--- config.mk ---
export PLATFORM = sky130hd
export DESIGN_NAME = cnn_layer_accel_weight_sequence_gen
export DESIGN_NICKNAME = d
export VERILOG_FILES = /design/src/rtl/cnn_layer_accel_seq_pkg.sv /design/src/rtl/cnn_layer_accel_gray_cnt2.sv /design/src/rtl/cnn_layer_accel_weight_sequence_gen.sv
export SDC_FILE = /design/constraint.sdc
export NUM_CORES = 1
export LEC_CHECK = 0
export CAP_MARGIN = 0
export CORE_AREA = 4 4 59 61
export CTS_CLUSTER_DIAMETER = 30
export DETAILED_ROUTE_END_ITERATION = 8
export DIE_AREA = 0 0 63 65
export HOLD_SLACK_MARGIN = 0.06
export MAX_ROUTING_LAYER = met4
export PLACE_DENSITY = 0.82
export SYNTH_ARGS = -nofsm -noshare
export SYNTH_HDL_FRONTEND = slang
export SYNTH_SLANG_ARGS = --single-unit
--- constraint.sdc ---
create_clock -name clk -period 6.3 [get_ports clk]
set_clock_uncertainty 0.1 [all_clocks]
set_input_delay 1.26 -clock clk [delete_from_list [all_inputs] [get_ports clk]]
set_output_delay 1.26 -clock clk [all_outputs]
set_load 0.1 [all_outputs]
--- src/rtl/cnn_layer_accel_seq_pkg.sv ---
// Shared types and Gray phase constants for the weight sequence generator and table.
package cnn_layer_accel_seq_pkg;

  localparam int unsigned SEQ_ADDR_W = 3;
  localparam int unsigned GRAY_W     = 2;

  localparam logic [GRAY_W-1:0] GRAY_P0 = 2'b00;
  localparam logic [GRAY_W-1:0] GRAY_P1 = 2'b01;
  localparam logic [GRAY_W-1:0] GRAY_P2 = 2'b11;
  localparam logic [GRAY_W-1:0] GRAY_P3 = 2'b10;

  typedef enum logic [1:0] {
    IDLE = 2'd0,
    RUN  = 2'd1,
    DONE = 2'd2
  } state_t;

  // Phase order 00 -> 01 -> 11 -> 10 -> 00.
  function automatic logic [GRAY_W-1:0] next_gray(input logic [GRAY_W-1:0] g);
    next_gray = GRAY_P0;
    case (g)
      GRAY_P0: next_gray = GRAY_P1;
      GRAY_P1: next_gray = GRAY_P2;
      GRAY_P2: next_gray = GRAY_P3;
      default: next_gray = GRAY_P0;
    endcase
  endfunction

endpackage

--- src/rtl/cnn_layer_accel_gray_cnt2.sv ---
// 2-bit Gray-code phase counter with synchronous load and enable.
module cnn_layer_accel_gray_cnt2
  import cnn_layer_accel_seq_pkg::*;
(
  input  logic              clk,
  input  logic              rst,
  input  logic              load,
  input  logic [GRAY_W-1:0] load_val,
  input  logic              en,
  output logic [GRAY_W-1:0] gray
);

  always_ff @(posedge clk or negedge rst) begin
    if (!rst) begin
      gray <= GRAY_P0;
    end else if (load) begin
      gray <= load_val;
    end else if (en) begin
      gray <= next_gray(gray);
    end
  end

endmodule

--- src/rtl/cnn_layer_accel_weight_sequence_gen.sv ---
// Walks Gray phases and per-phase sequence addresses to drive the weight sequence table.
module cnn_layer_accel_weight_sequence_gen
  import cnn_layer_accel_seq_pkg::*;
#(
  parameter int unsigned C_SEQ_LEN     = 5,
  parameter int unsigned C_PHASE_CNT_W = 16
) (
  input  logic                     clk,
  input  logic                     rst,
  input  logic                     start,
  input  logic [C_PHASE_CNT_W-1:0] cfg_num_phases,
  input  logic [1:0]               cfg_start_gray,
  input  logic                     abort,
  input  logic                     seq_ready,
  output logic [1:0]               gray_code,
  output logic [2:0]               seq_data_addr,
  output logic                     seq_valid,
  output logic                     wht_valid,
  output logic                     busy,
  output logic                     done
);

  if ((C_SEQ_LEN < 1) || (C_SEQ_LEN > 8)) begin : g_bad_seq_len
    $error("C_SEQ_LEN must be in 1..8");
  end

  localparam logic [SEQ_ADDR_W-1:0]    LAST_ADDR = SEQ_ADDR_W'(C_SEQ_LEN - 1);
  localparam logic [C_PHASE_CNT_W-1:0] ONE_PHASE = C_PHASE_CNT_W'(1);

  state_t                   state_q, state_d;
  logic [SEQ_ADDR_W-1:0]    addr_d;
  logic [C_PHASE_CNT_W-1:0] phase_cnt_q, phase_cnt_d;
  logic                     seq_valid_d, busy_d, done_d, wht_valid_d;
  logic                     gray_load, gray_en;
  logic                     hs;

  cnn_layer_accel_gray_cnt2 u_gray (
    .clk      (clk),
    .rst      (rst),
    .load     (gray_load),
    .load_val (cfg_start_gray),
    .en       (gray_en),
    .gray     (gray_code)
  );

  // Next state, counter updates and registered-output next values.
  always_comb begin
    state_d     = state_q;
    addr_d      = seq_data_addr;
    phase_cnt_d = phase_cnt_q;
    gray_load   = 1'b0;
    gray_en     = 1'b0;
    hs          = seq_valid & seq_ready & ~abort;

    case (state_q)
      IDLE: begin
        if (start) begin
          if (cfg_num_phases != '0) begin
            state_d     = RUN;
            gray_load   = 1'b1;
            addr_d      = '0;
            phase_cnt_d = cfg_num_phases;
          end else begin
            state_d = DONE;
          end
        end
      end
      RUN: begin
        if (abort) begin
          state_d = IDLE;
        end else if (hs) begin
          if (seq_data_addr == LAST_ADDR) begin
            // Final address of the final phase: hold gray/addr at their last values.
            if (phase_cnt_q == ONE_PHASE) begin
              state_d = DONE;
            end else begin
              addr_d      = '0;
              gray_en     = 1'b1;
              phase_cnt_d = phase_cnt_q - ONE_PHASE;
            end
          end else begin
            addr_d = seq_data_addr + SEQ_ADDR_W'(1);
          end
        end
      end
      DONE: begin
        state_d = IDLE;
      end
      default: begin
        state_d = IDLE;
      end
    endcase

    seq_valid_d = (state_d == RUN);
    busy_d      = (state_d == RUN);
    done_d      = (state_d == DONE);
    wht_valid_d = hs;
  end

  always_ff @(posedge clk or negedge rst) begin
    if (!rst) begin
      state_q <= IDLE;
    end else begin
      state_q <= state_d;
    end
  end

  always_ff @(posedge clk or negedge rst) begin
    if (!rst) begin
      seq_data_addr <= '0;
      phase_cnt_q   <= '0;
      seq_valid     <= 1'b0;
      busy          <= 1'b0;
      done          <= 1'b0;
      wht_valid     <= 1'b0;
    end else begin
      seq_data_addr <= addr_d;
      phase_cnt_q   <= phase_cnt_d;
      seq_valid     <= seq_valid_d;
      busy          <= busy_d;
      done          <= done_d;
      wht_valid     <= wht_valid_d;
    end
  end

endmodule

==> results of run 1 <==
-- sequential cells by signal (all words and copies together), names as in the netlist --
register / count
done: 1
phase_cnt_q: 16
seq_data_addr: 3
wht_valid: 1
state_q: 2
u_gray.gray: 2
busy: 1
-- cell type report --
class,count,area [sq um]
fillers,250,1040
flip-flops and latches,26,651
clock buffers,3,22.5
repair buffers,32,318
well taps,33,41.3
clock inverters,1,30.0
inverters,11,41.3
multi-input cells,134,835
-- kinds of logic after synthesis --
logic type                 count (synthesis)  synth area share [%]
AOI/OAI and AO/OA                         65                  26.9
adders and majority gates                  4                  3.16
buffers and inverters                     21                  6.09
DFF                                       26                  41.1
muxes                                      1                 0.633
and+or+nand+nor                           64                  22.1
-- synth_stat cells, types with 2 or more instances --
library cell	n	share of area (%)
sky130_fd_sc_hd__dfrtp_1	26	41
sky130_fd_sc_hd__o22a_1	5	2.8
sky130_fd_sc_hd__nor2b_1	2	0.79
sky130_fd_sc_hd__nand2_1	5	1.2
sky130_fd_sc_hd__inv_1	11	2.6
sky130_fd_sc_hd__nor2_1	19	4.5
sky130_fd_sc_hd__o21ai_0	15	4.7
sky130_fd_sc_hd__nor3_1	8	2.5
sky130_fd_sc_hd__ha_1	4	3.2
sky130_fd_sc_hd__clkbuf_1	5	1.2
sky130_fd_sc_hd__or3_1	2	0.79
sky130_fd_sc_hd__o21ba_2	2	1.3
sky130_fd_sc_hd__buf_2	2	0.63
sky130_fd_sc_hd__nor4_1	8	3.2
sky130_fd_sc_hd__or4_1	4	1.9
sky130_fd_sc_hd__nand2b_1	2	0.79
sky130_fd_sc_hd__nand3_1	2	0.63
sky130_fd_sc_hd__o31ai_1	2	0.95
sky130_fd_sc_hd__buf_4	2	0.95
sky130_fd_sc_hd__and3_1	5	2.0
sky130_fd_sc_hd__or3b_2	2	1.1
sky130_fd_sc_hd__a31oi_1	4	1.6
sky130_fd_sc_hd__a21oi_1	21	6.6
sky130_fd_sc_hd__o22ai_1	5	2.0
-- stage by stage --
step	area, sq um	worst slack (ps)	util [%]
after floorplan	1580	3590	-
after global placement	1890	2540	63.3
after detailed placement	1890	2380	63.3
after CTS	1940	2740	65.1
after global routing	1940	2540	65.1
final	1940	2700	65.1
-- where the power goes --
part           switching (mW)  internal [mW]  total (mW)
Clock                  0.0534         0.0644       0.118
Sequential             0.0554          0.216       0.271
Combinational           0.189         0.0987       0.288
Total                   0.298          0.379       0.677
-- layer usage --
metal  up-vias  global-route usage, %  part of all wire, %
met3        11                   3.29                  6.8
met5         -                      -                    0
met4         0                   7.99                  2.0
met1       721                   25.8                   42
li1        732                      -                    -
met2        75                   36.2                   49
-- path summary, 6_finish.rpt --
| kind | startpoint | to | slack, ps | depth (start not counted) |
|---|---|---|---|---|
| min in group asynchronous | rst | state_q[0] | 1180 | 2 |
| hold reg to reg | u_gray.gray[1] | u_gray.gray[0] | 430 | 1 |
| max in group asynchronous | rst | phase_cnt_q[15] | 4670 | 2 |
| setup reg to reg | phase_cnt_q[8] | phase_cnt_q[11] | 3200 | 5 |
| setup / recovery | cfg_num_phases[5] | phase_cnt_q[11] | 2700 | 6 |
| hold / removal | u_gray.gray[1] | u_gray.gray[0] | 430 | 1 |
==> flow_results.org, run 1 <==
** Run status
- Result of the run :: complete, no violations

** Detailed routing
- In the final routed layout, each cell accounts on average for 16.4 microns.
- After detailed routing, the number of remaining DRC violations is 0.
- In this run, the number of DRC markers left after iteration 0 of detailed routing was 137.
- The final route contains 1539 vias.
- The detail route stage leaves a number of antenna-violating nets equal to 0.
- Final WL :: 3.94 mm
- Using the TritonRoute via totals, the vias-per-cell ratio works out to 6.41.
- Number of search-and-repair iterations in the first detailed-routing pass :: 4

** Power and ir drop
- Post-layout total power :: 677 uW
- For this design the ratio of total power to cell area is 349 mW/mm^2.
- Peak supply drop :: 182 uV
- For this design the static power due to leakage is 0.777 nW.

** Setup path
- Arrival @ worst endpoint :: 3730 ps
- Crit path launch type :: input port
- Category of the critical setup timing path :: in -> reg
- In this run the worst path has a maximum fanout of 34.
- Cell type group with the largest total delay on the critical path :: compound AO/OA/AOI/OAI gates
- On the worst path, the slowest cell contributes a delay of 790 ps.
- Kind of end point of the critical path :: flop
- The slowest stage of the critical path belongs to the cell sky130_fd_sc_hd__a32oi_4.
- The signal on the critical path passes through clkdlybuf4s50_1 -> nor4_1 -> nand4_1 -> a32oi_4 -> o21ba_2 -> o22a_1.
- Counting both buffers and inverters, the worst setup path holds a total of 1.
- STA puts the critical path data required time at 6440 ps.

** Floorplanning
- The floorplan step set the die height to 65 microns.
- For this configuration, the core starts out at a cell density of 53.1%.
- Standard-cell rows :: 20
- Die X-Extent :: 63 microns
- During I/O placement, the number of pins put on the boundary was 32.
- Area enclosed by the die boundary :: 0.00410 sq mm
- Standard cell core area :: 0.00298 sq mm

** Layout
- In the final design database the tool counted 235 nets.
- Most frequent standard cell in the layout excluding fill and tap cells :: sky130_fd_sc_hd__clkdlybuf4s50_1
- The finished layout holds 240 standard cells, fillers aside.
- Most frequent cells in the layout :: sky130_fd_sc_hd__clkdlybuf4s50_1 (31), sky130_fd_sc_hd__dfrtp_1 (26), sky130_fd_sc_hd__a21oi_1 (21)
- Number of antenna diodes :: 0
- From synthesis to final layout, the design area changed by 22.5%.
- Share of cells above drive strength 1 :: 5.31%

** Synth
- Synthesized area divided by synthesized cell count :: 8.74 sq um
- Syn nets :: 208
- Synth Warn # :: 0
- Share of the yosys chip area belonging to registers :: 41.1%
- The synthesized design contains 0 enable-type register cells.
- The mapped netlist covers 0.00158 sq mm.
- Counting flops and latches in the post-synthesis netlist gives 26.
- Top_reg_cell synth :: sky130_fd_sc_hd__dfrtp_1
- Counting flops with an async set or reset pin after synthesis yields a share of 100%.
- Unique masters post-synth :: 42
- Number of standard cells after synthesis :: 181

** Clock tree
- Clock tree synthesis found a total of 26 sinks.
- Clk pin slew, worst setup/hold paths :: 150 ps
- Clock insertion delay at the later pin of the skew report :: 330 ps
- Buffers inserted during post-CTS setup optimization :: 0
- The tree is rooted in a sky130_fd_sc_hd__clkbuf_4.
- Post-CTS sizing :: 0
- Number of H-tree levels :: 1
- Clock tree synthesis inserted a total of 3 buffers.
- Clock Path Buffers :: 2
- Clock tree from TritonCTS :: done
- Cts hold-fix bufs :: 0

** Timing
- Count of endpoints failing hold in the final timing report :: 0
- Final clock period utilization by the worst path :: 57.1%
- Sum of negative setup slack :: 0 ps
- Setup violations remaining at the end of the flow were counted as 0.
- RSZ-0062 raised after global routing :: no
- Slew Limit Fails :: 0
- The worst pin sits at a relative slew slack of 17.9%.
- On the final layout, the worst hold slack is 430 ps.
- Clock period minus worst slack :: 3600 ps
- Timing-limited maximum frequency :: 278 MHz
- Slew of the pin with the lowest slew margin :: 1230 ps

** Placed design
- Placed instance count :: 236
- Port Buf Inserts :: 31
- Weighted congestion at the end of routability-driven global placement :: 0.844
- Detailed placement ended at an HPWL of 2.85 mm.

** GRT
- Sum of overflow across all layers after global routing :: 0
- Entering global routing, the biggest net connects 35 pins.
- The first global-routing pass estimated 6.89 mm of wire.
- Initial antenna violation count :: 0
- All-layer global routing usage :: 21.4%
- Number of global-route vias before repair :: 1543

** Min path
- The tightest min-delay check is of the reg -> reg type.

** Flow run
- Across the run, the number of max-cap violations was 0.
(Power assumes the default switching activity.)
==> inputs of run 2 (changes only) <==
--- a/config.mk
+++ b/config.mk
@@ -6,13 +6,13 @@
 export NUM_CORES = 1
 export LEC_CHECK = 0
 export CAP_MARGIN = 0
-export CORE_AREA = 4 4 59 61
+export CORE_AREA = 4 4 61 63
 export CTS_CLUSTER_DIAMETER = 30
 export DETAILED_ROUTE_END_ITERATION = 8
-export DIE_AREA = 0 0 63 65
+export DIE_AREA = 0 0 65 67
 export HOLD_SLACK_MARGIN = 0.06
 export MAX_ROUTING_LAYER = met4
-export PLACE_DENSITY = 0.82
+export PLACE_DENSITY = 0.77
 export SYNTH_ARGS = -nofsm -noshare
 export SYNTH_HDL_FRONTEND = slang
 export SYNTH_SLANG_ARGS = --single-unit
==> constraint.sdc (replaced) <==
create_clock -name clk -period 3.4 [get_ports clk]
set_clock_uncertainty 0.1 [all_clocks]
set_input_delay 0.68 -clock clk [delete_from_list [all_inputs] [get_ports clk]]
set_output_delay 0.68 -clock clk [all_outputs]
set_load 0.1 [all_outputs]
==> flow_results.org, run 2 (synthesized netlist as in run 1, its figures left out) <==
** Clock tree
- Buffer cell driving the clock tree root :: sky130_fd_sc_hd__clkbuf_4
- The clock transition at the registers of the reported paths is 150 ps (about the same).
- CTS buffer count :: 3 (unchanged)
- The clock network latency to the later pin of the worst-skew pair is 330 ps (about the same).
- Buffers inserted during post-CTS setup optimization :: 0 (unchanged)
- TritonCTS built the clock tree.
- Cts hold-fix bufs :: 0 (unchanged)
- Post-CTS sizing :: 0 (unchanged)
- TritonCTS Sinks :: 26 (unchanged)
- Number of H-tree levels :: 1 (unchanged)
- The clock tree buffer depth is 2 (unchanged).

** Timing
- Based on the critical path, the design can be clocked at up to 355 MHz.
- The max-slew violation count came to 0 (unchanged).
- RSZ-0062 raised after global routing :: no
- The minimum setup slack in the final design came to 579 ps (-2120 ps).
- Clock period minus worst slack :: 2820 ps
- Count of endpoints failing hold in the final timing report :: 0 (unchanged)
- Sum of negative setup slack :: 0 ps (unchanged)
- Final clock period utilization by the worst path :: 83.0%
- The final setup violation count was 0 (unchanged).
- The remaining max-slew budget at the tightest pin came to 22.5% (+4.5 points).
- Slew of the pin with the lowest slew margin :: 1160 ps (-68.1 ps)

** Layout
- The flip-flop count of the largest register after layout was 16 (unchanged).
- Post-layout utilization of the core :: 60.2% (-4.9 points)
- Most frequent cells in the layout :: sky130_fd_sc_hd__dfrtp_1 (26), sky130_fd_sc_hd__clkdlybuf4s50_1 (22), sky130_fd_sc_hd__a21oi_1 (21)
- Most frequent standard cell in the layout excluding fill and tap cells :: sky130_fd_sc_hd__dfrtp_1
- The largest registers in the layout are phase_cnt_q (16), seq_data_addr (3).
- The number of nets in the layout came to 239 (+1.7%).
- Number of antenna diodes :: 0 (unchanged)
- Area Overhead vs Synth :: 23.0%
- Counting flops per register, the top entry is phase_cnt_q.
- The share of post-route cells with drive strength above 1 is 11.4% (+6.1 points).

** Power and ir drop
- The sequential share of power is 42.1% (+2.0 points).
- Power dissipated by switching net loads :: 551 uW (+85%)
- Peak supply drop :: 245 uV (+35%)
- The leakage component of the power is 0.803 nW (+3.3%).
- The final total power is 1.20 mW (+77%).
- Switch share :: 45.9% (+1.9 points)
- Share of power burned in combinational logic :: 44.2% (+1.7 points)
- Total power density per cell area :: 617 mW/mm^2 (+77%)
- Internal power contribution :: 649 uW (+71%)
- The clock share of power came to 13.7% (-3.7 points).

** Detailed routing
- The routed via count divided by cell count is 6.05 (-5.7%).
- Routed Antenna Nets :: 0 (unchanged)
- Average wire per standard cell :: 15.3 microns (-6.7%)
- The number of iterations in the first detailed-routing pass was 4 (unchanged).
- Number of violations reported at the end of detailed-routing iteration 0 :: 83 (-39%)
- The overall routed net length came to 3.94 mm (about the same).
- The overall via count from detail_route was 1554 (+0.97%).
- Number of remaining DRC errors :: 0 (unchanged)

** GRT
- The maximum number of pins on one net before global-route repair came to 35 (unchanged).
- The overall fraction of global-route tracks in use was 19.6% (-1.7 points).
- Wire length of the first global-routing pass :: 6.55 mm (-4.9%)
- Sum of overflow across all layers after global routing :: 0 (unchanged)
- Number of global-route vias before repair :: 1506 (-2.4%)
- The number of antenna violations at the first check in global routing was 0 (unchanged).

** Setup path
- Required time at the worst-slack endpoint :: 3560 ps (-2880 ps)
- Category of the critical setup timing path :: reg -> reg
- The critical path data arrival time was 2980 ps (-750 ps).
- Kind of end point of the critical path :: flop
- CP Max Fanout :: 18 (-47%)
- Crit path launch type :: flop

** Floorplanning
- The row count is 21 (+5.0%).
- Floorplan die height :: 67 microns (+3.1%)
- The die area is 0.00436 sq mm (+6.3%).
- Starting utilization of the core area :: 48.9% (-4.2 points)
- The floorplan core area is 0.00323 sq mm (+8.5%).
- The die extent in x came to 65 microns (+3.2%).
- The number of primary I/O pins is 32 (unchanged).

** Placed design
- Port Buf Inserts :: 31 (unchanged)
- The placer's final routability congestion estimate came to 0.869 (+2.9%).
- The HPWL after detailed placement was 2.95 mm (+3.6%).
- The post-place setup slack came to 357 ps (-2020 ps).

** Min path
- In this run the worst hold path is classified as reg -> reg.

** Run status
- Result of the run :: complete, no violations

** Flow run
- The max-capacitance violation count was 0 (unchanged).
[run 2: cell count changes in the layout (fill, tap and decap cells not counted)]
cell and delta:
sky130_fd_sc_hd__buf_4 +13, sky130_fd_sc_hd__bufinv_16 -1, sky130_fd_sc_hd__clkbuf_8 +1, sky130_fd_sc_hd__clkdlybuf4s50_1 -9
[run 2: final cells by class]
class / count / area [sq um]
fillers: 310 / 1290
flip-flops and latches: 26 / 651
inverters: 11 / 41.3
clock buffers: 4 / 36.3
well taps: 46 / 57.6
multi-input cells: 134 / 835
repair buffers: 36 / 325
[run 2: critical path: stages (launching register included)]
cell                      delay, ps
sky130_fd_sc_hd__dfrtp_1        430
sky130_fd_sc_hd__inv_1          100
sky130_fd_sc_hd__ha_1           140
sky130_fd_sc_hd__or3b_2         440
sky130_fd_sc_hd__or4_4          570
sky130_fd_sc_hd__a32oi_4        500
sky130_fd_sc_hd__buf_4          250
sky130_fd_sc_hd__a21oi_1         50
sky130_fd_sc_hd__o22ai_1        160
[run 2: final timing paths]
kind	start	endpoint	slack (ps)	cells past startpoint
setup / recovery	phase_cnt_q[1]	phase_cnt_q[3]	580	8
hold / removal	u_gray.gray[1]	u_gray.gray[0]	430	1
setup reg to reg	phase_cnt_q[1]	phase_cnt_q[3]	580	8
hold reg to reg	u_gray.gray[1]	u_gray.gray[0]	430	1
max in group asynchronous	rst	u_gray.gray[0]	2350	2
min in group asynchronous	rst	seq_data_addr[0]	600	2
[run 2: per-layer routing]
metal	global-route usage, %	up-vias	part of all wire [%]
met1	23.4	748	43
met3	2.19	8	4.5
li1	-	741	-
met2	34.7	57	51
met5	-	-	0
met4	6.33	0	1.4
[run 2: through the flow]
stage          cell area, sq um  std cells  hold WS, ps
4_1_cts                    1950        257          423
2_1_floorplan              1580        181          284
5_1_grt                    1950        257          459
3_3_place_gp               1910        253          390
6_report                   1950        257          430
3_5_place_dp               1910        253          394
[run 2: power by group through the flow]
stage          Clock (mW)  Sequential, mW  Combinational (mW)
2_1_floorplan           0           0.616               0.273
3_3_place_gp            0           0.501               0.516
3_5_place_dp            0           0.507               0.532
4_1_cts             0.165           0.501               0.533
5_1_grt             0.177           0.520               0.581
6_report            0.164           0.506               0.530
==> inputs of run 3 (changes only) <==
==> constraint.sdc (replaced) <==
create_clock -name clk -period 2.7 [get_ports clk]
set_clock_uncertainty 0.1 [all_clocks]
set_input_delay 0.54 -clock clk [delete_from_list [all_inputs] [get_ports clk]]
set_output_delay 0.54 -clock clk [all_outputs]
set_load 0.1 [all_outputs]
==> flow_results.org, run 3 (synthesized netlist as in run 1, its figures left out) <==
** Layout
- Number of flip-flops under the largest register name :: 16 (unchanged)
- Post-layout utilization of the core :: 61.1% (+0.85 points)
- The library cell used most frequently in the layout, excluding fill and tap cells, is sky130_fd_sc_hd__dfrtp_1.
- Most frequent cells in the layout :: sky130_fd_sc_hd__dfrtp_1 (26), sky130_fd_sc_hd__clkdlybuf4s50_1 (22), sky130_fd_sc_hd__a21oi_1 (21)
- Biggest register :: phase_cnt_q
- The number of nets in the layout is 244 (+2.1%).
- The share of post-route cells with drive strength above 1 is 13.0% (+1.6 points).
- The fill cell total of the finished layout is 300 (-3.2%).
- The largest registers in the layout are phase_cnt_q (16), seq_data_addr (3).
- Number of antenna diodes :: 0 (unchanged)
- Area Overhead vs Synth :: 24.8%

** Detailed routing
- The DRC violation count after routing is 0 (unchanged).
- Number of violations reported at the end of detailed-routing iteration 0 :: 117 (+41%)
- Vias post-DR :: 1552 (-0.13%)
- Number of search-and-repair iterations in the first detailed-routing pass :: 4 (unchanged)
- Routed Antenna Nets :: 0 (unchanged)
- The overall routed net length came to 3.93 mm (-0.20%).
- The routed via count divided by cell count came to 5.95 (-1.7%).
- Average wire per standard cell :: 15.1 microns (-1.7%)

** Clock tree
- Number of H-tree levels :: 1 (unchanged)
- CTS buffer count :: 3 (unchanged)
- Clock insertion delay at the later pin of the skew report :: 330 ps (about the same)
- TritonCTS built the clock tree.
- The number of buffers inserted for hold repair after clock tree synthesis was 0 (unchanged).
- Clk pin slew, worst setup/hold paths :: 140 ps (about the same)
- Buffer cell driving the clock tree root :: sky130_fd_sc_hd__clkbuf_4
- The sink count of the clock tree is 26 (unchanged).
- The clock tree buffer depth is 2 (unchanged).

** Min path
- Hold Crit Depth :: 1 (unchanged)
- Startpoint of the tightest hold check path :: u_gray.gray[1]
- Hold EP :: u_gray.gray[0]
- The worst hold path belongs to the class reg -> reg.

** GRT
- All-layer global routing usage :: 20.8% (+1.2 points)
- Initial antenna violation count :: 0 (unchanged)
- The residual overflow from global routing was 0 (unchanged).
- The via count of the first global-routing pass was 1541 (+2.3%).
- Maximum number of pins on one net before global-route repair :: 35 (unchanged)
- The wire length of the first global-routing pass was 6.88 mm (+5.1%).

** Timing
- The remaining max-slew budget at the tightest pin came to 75.0% (+53 points).
- The final setup violation count was 0 (unchanged).
- Sum of negative setup slack :: 0 ps (unchanged)
- Worst hold slack :: 432 ps (+1.59 ps)
- RSZ-0062 raised after global routing :: yes
- Count of endpoints failing hold in the final timing report :: 0 (unchanged)
- Final clock period utilization by the worst path :: 96.3% (+13 points)
- Clock period minus worst slack :: 2600 ps (-220 ps)
- The maximum operating frequency came to 385 MHz (+8.5%).
- The max-slew violation count was 0 (unchanged).
- Slew of the pin with the lowest slew margin :: 372 ps (-791 ps)

** Floorplanning
- Standard cell core area :: 0.00323 sq mm (unchanged)
- The row count came to 21 (unchanged).
- Floorplan die height :: 67 microns (unchanged)
- Starting utilization of the core area :: 48.9% (unchanged)
- Area enclosed by the die boundary :: 0.00436 sq mm (unchanged)
- The die extent in x was 65 microns (unchanged).
- The number of primary I/O pins is 32 (unchanged).

** Setup path
- Crit path launch type :: flop
- Kind of end point of the critical path :: flop
- The slack of the worst reg-to-reg path was 100 ps (-480 ps).
- Arrival @ worst endpoint :: 2760 ps (-220 ps)
- Required time at the worst-slack endpoint :: 2860 ps (-700 ps)
- Cell type group with the largest total delay on the critical path :: simple AND/OR/NAND/NOR gates
- The largest stage delay on the critical path came to 570 ps (about the same).
- Reg2Reg Launch Point :: phase_cnt_q[1]
- The top fanout value on the critical path came to 13 (-5).
- The signal on the critical path passes through inv_1 -> ha_1 -> or3b_2 -> or4_4 -> a32oi_4 -> buf_4 -> a21oi_1 -> o22ai_1.
- The worst-case reg-to-reg path depth was 8 (unchanged).
- End of the worst register-to-register path :: phase_cnt_q[15]
- Slowest stage cell on the critical path :: sky130_fd_sc_hd__or4_4
- Buffer and inverter count on the worst path :: 2 (unchanged)
- By startpoint and endpoint, the worst setup path is classified as reg -> reg.

** Power and ir drop
- Total power density per cell area :: 754 mW/mm^2 (+22%)
- The worst ir drop on vdd was 457 uV (+86%).
- The leakage component of the power was 0.820 nW (+2.2%).

** Placed design
- Detailed Place HPWL :: 2.97 mm (+0.53%)
- The count of buffers inserted at the top-level ports was 31 (unchanged).
- Weighted congestion at the end of routability-driven global placement :: 0.861 (-0.92%)

** Flow run
- Max-cap check violation count :: 0 (unchanged)

** Run status
- Result of the run :: complete, no violations
-- run 3: area by class of cell --
type / count / area, sq um / area share, %
timing repair buffer: 41 / 367 / 18.6
clock buffer: 3 / 22.5 / 1.14
tap: 46 / 57.6 / 2.92
multi-input combinational: 134 / 835 / 42.3
inverter: 11 / 41.3 / 2.09
sequential: 26 / 651 / 33.0
-- run 3: worst reg2reg max path, cell delays in order, from the launching register on --
cell and delay (ps):
sky130_fd_sc_hd__dfrtp_1 410, sky130_fd_sc_hd__inv_1 100, sky130_fd_sc_hd__ha_1 140, sky130_fd_sc_hd__or3b_2 440, sky130_fd_sc_hd__or4_4 570, sky130_fd_sc_hd__a32oi_4 310
sky130_fd_sc_hd__buf_4 230, sky130_fd_sc_hd__a21oi_1 60, sky130_fd_sc_hd__o22ai_1 160
-- run 3: routing by layer --
| layer | part of all wire, % | GRT usage (%) | wire length [microns] | vias to the layer above |
|---|---|---|---|---|
| met5 | 0 | - | 0 | - |
| met4 | 1.8 | 9.50 | 72 | 0 |
| met3 | 6.1 | 3.37 | 239 | 6 |
| met2 | 51 | 35.1 | 2020 | 64 |
| met1 | 41 | 24.5 | 1600 | 733 |
| li1 | - | - | - | 749 |
-- run 3: power by group --
part	internal (mW)	leakage (nW)	total, mW	switching, mW
Sequential	0.504	0.320	0.633	0.129
Combinational	0.243	0.486	0.684	0.441
Clock	0.0525	0.0138	0.170	0.117
Total	0.800	0.820	1.49	0.688
-- run 3: worst max-delay path by stage --
stage	startpoint	depth (start not counted)	slack, ps	to
finish	phase_cnt_q[1]	8	100	phase_cnt_q[15]
global route	phase_cnt_q[1]	8	-3	phase_cnt_q[15]
CTS	phase_cnt_q[1]	8	100	phase_cnt_q[15]
detailed placement	phase_cnt_q[1]	8	140	phase_cnt_q[15]
global placement	cfg_num_phases[2]	7	140	phase_cnt_q[10]
floorplan	phase_cnt_q[1]	7	270	phase_cnt_q[11]
-- run 3: stage by stage --
stage / setup WS [ps] / power, mW / instances / cell area, sq um
4_1_cts: 104 / 1.49 / 261 / 1970
3_3_place_gp: 137 / 1.29 / 258 / 1950
6_report: 99.3 / 1.49 / 261 / 1970
2_1_floorplan: 266 / 1.12 / 181 / 1580
5_1_grt: -2.93 / 1.59 / 261 / 1970
3_5_place_dp: 136 / 1.32 / 258 / 1950
-- run 3: what timing repair did --
item,CTS,global route
buffers inserted,0,0
resized for setup,0,1
endpoints found under the setup margin,0,3
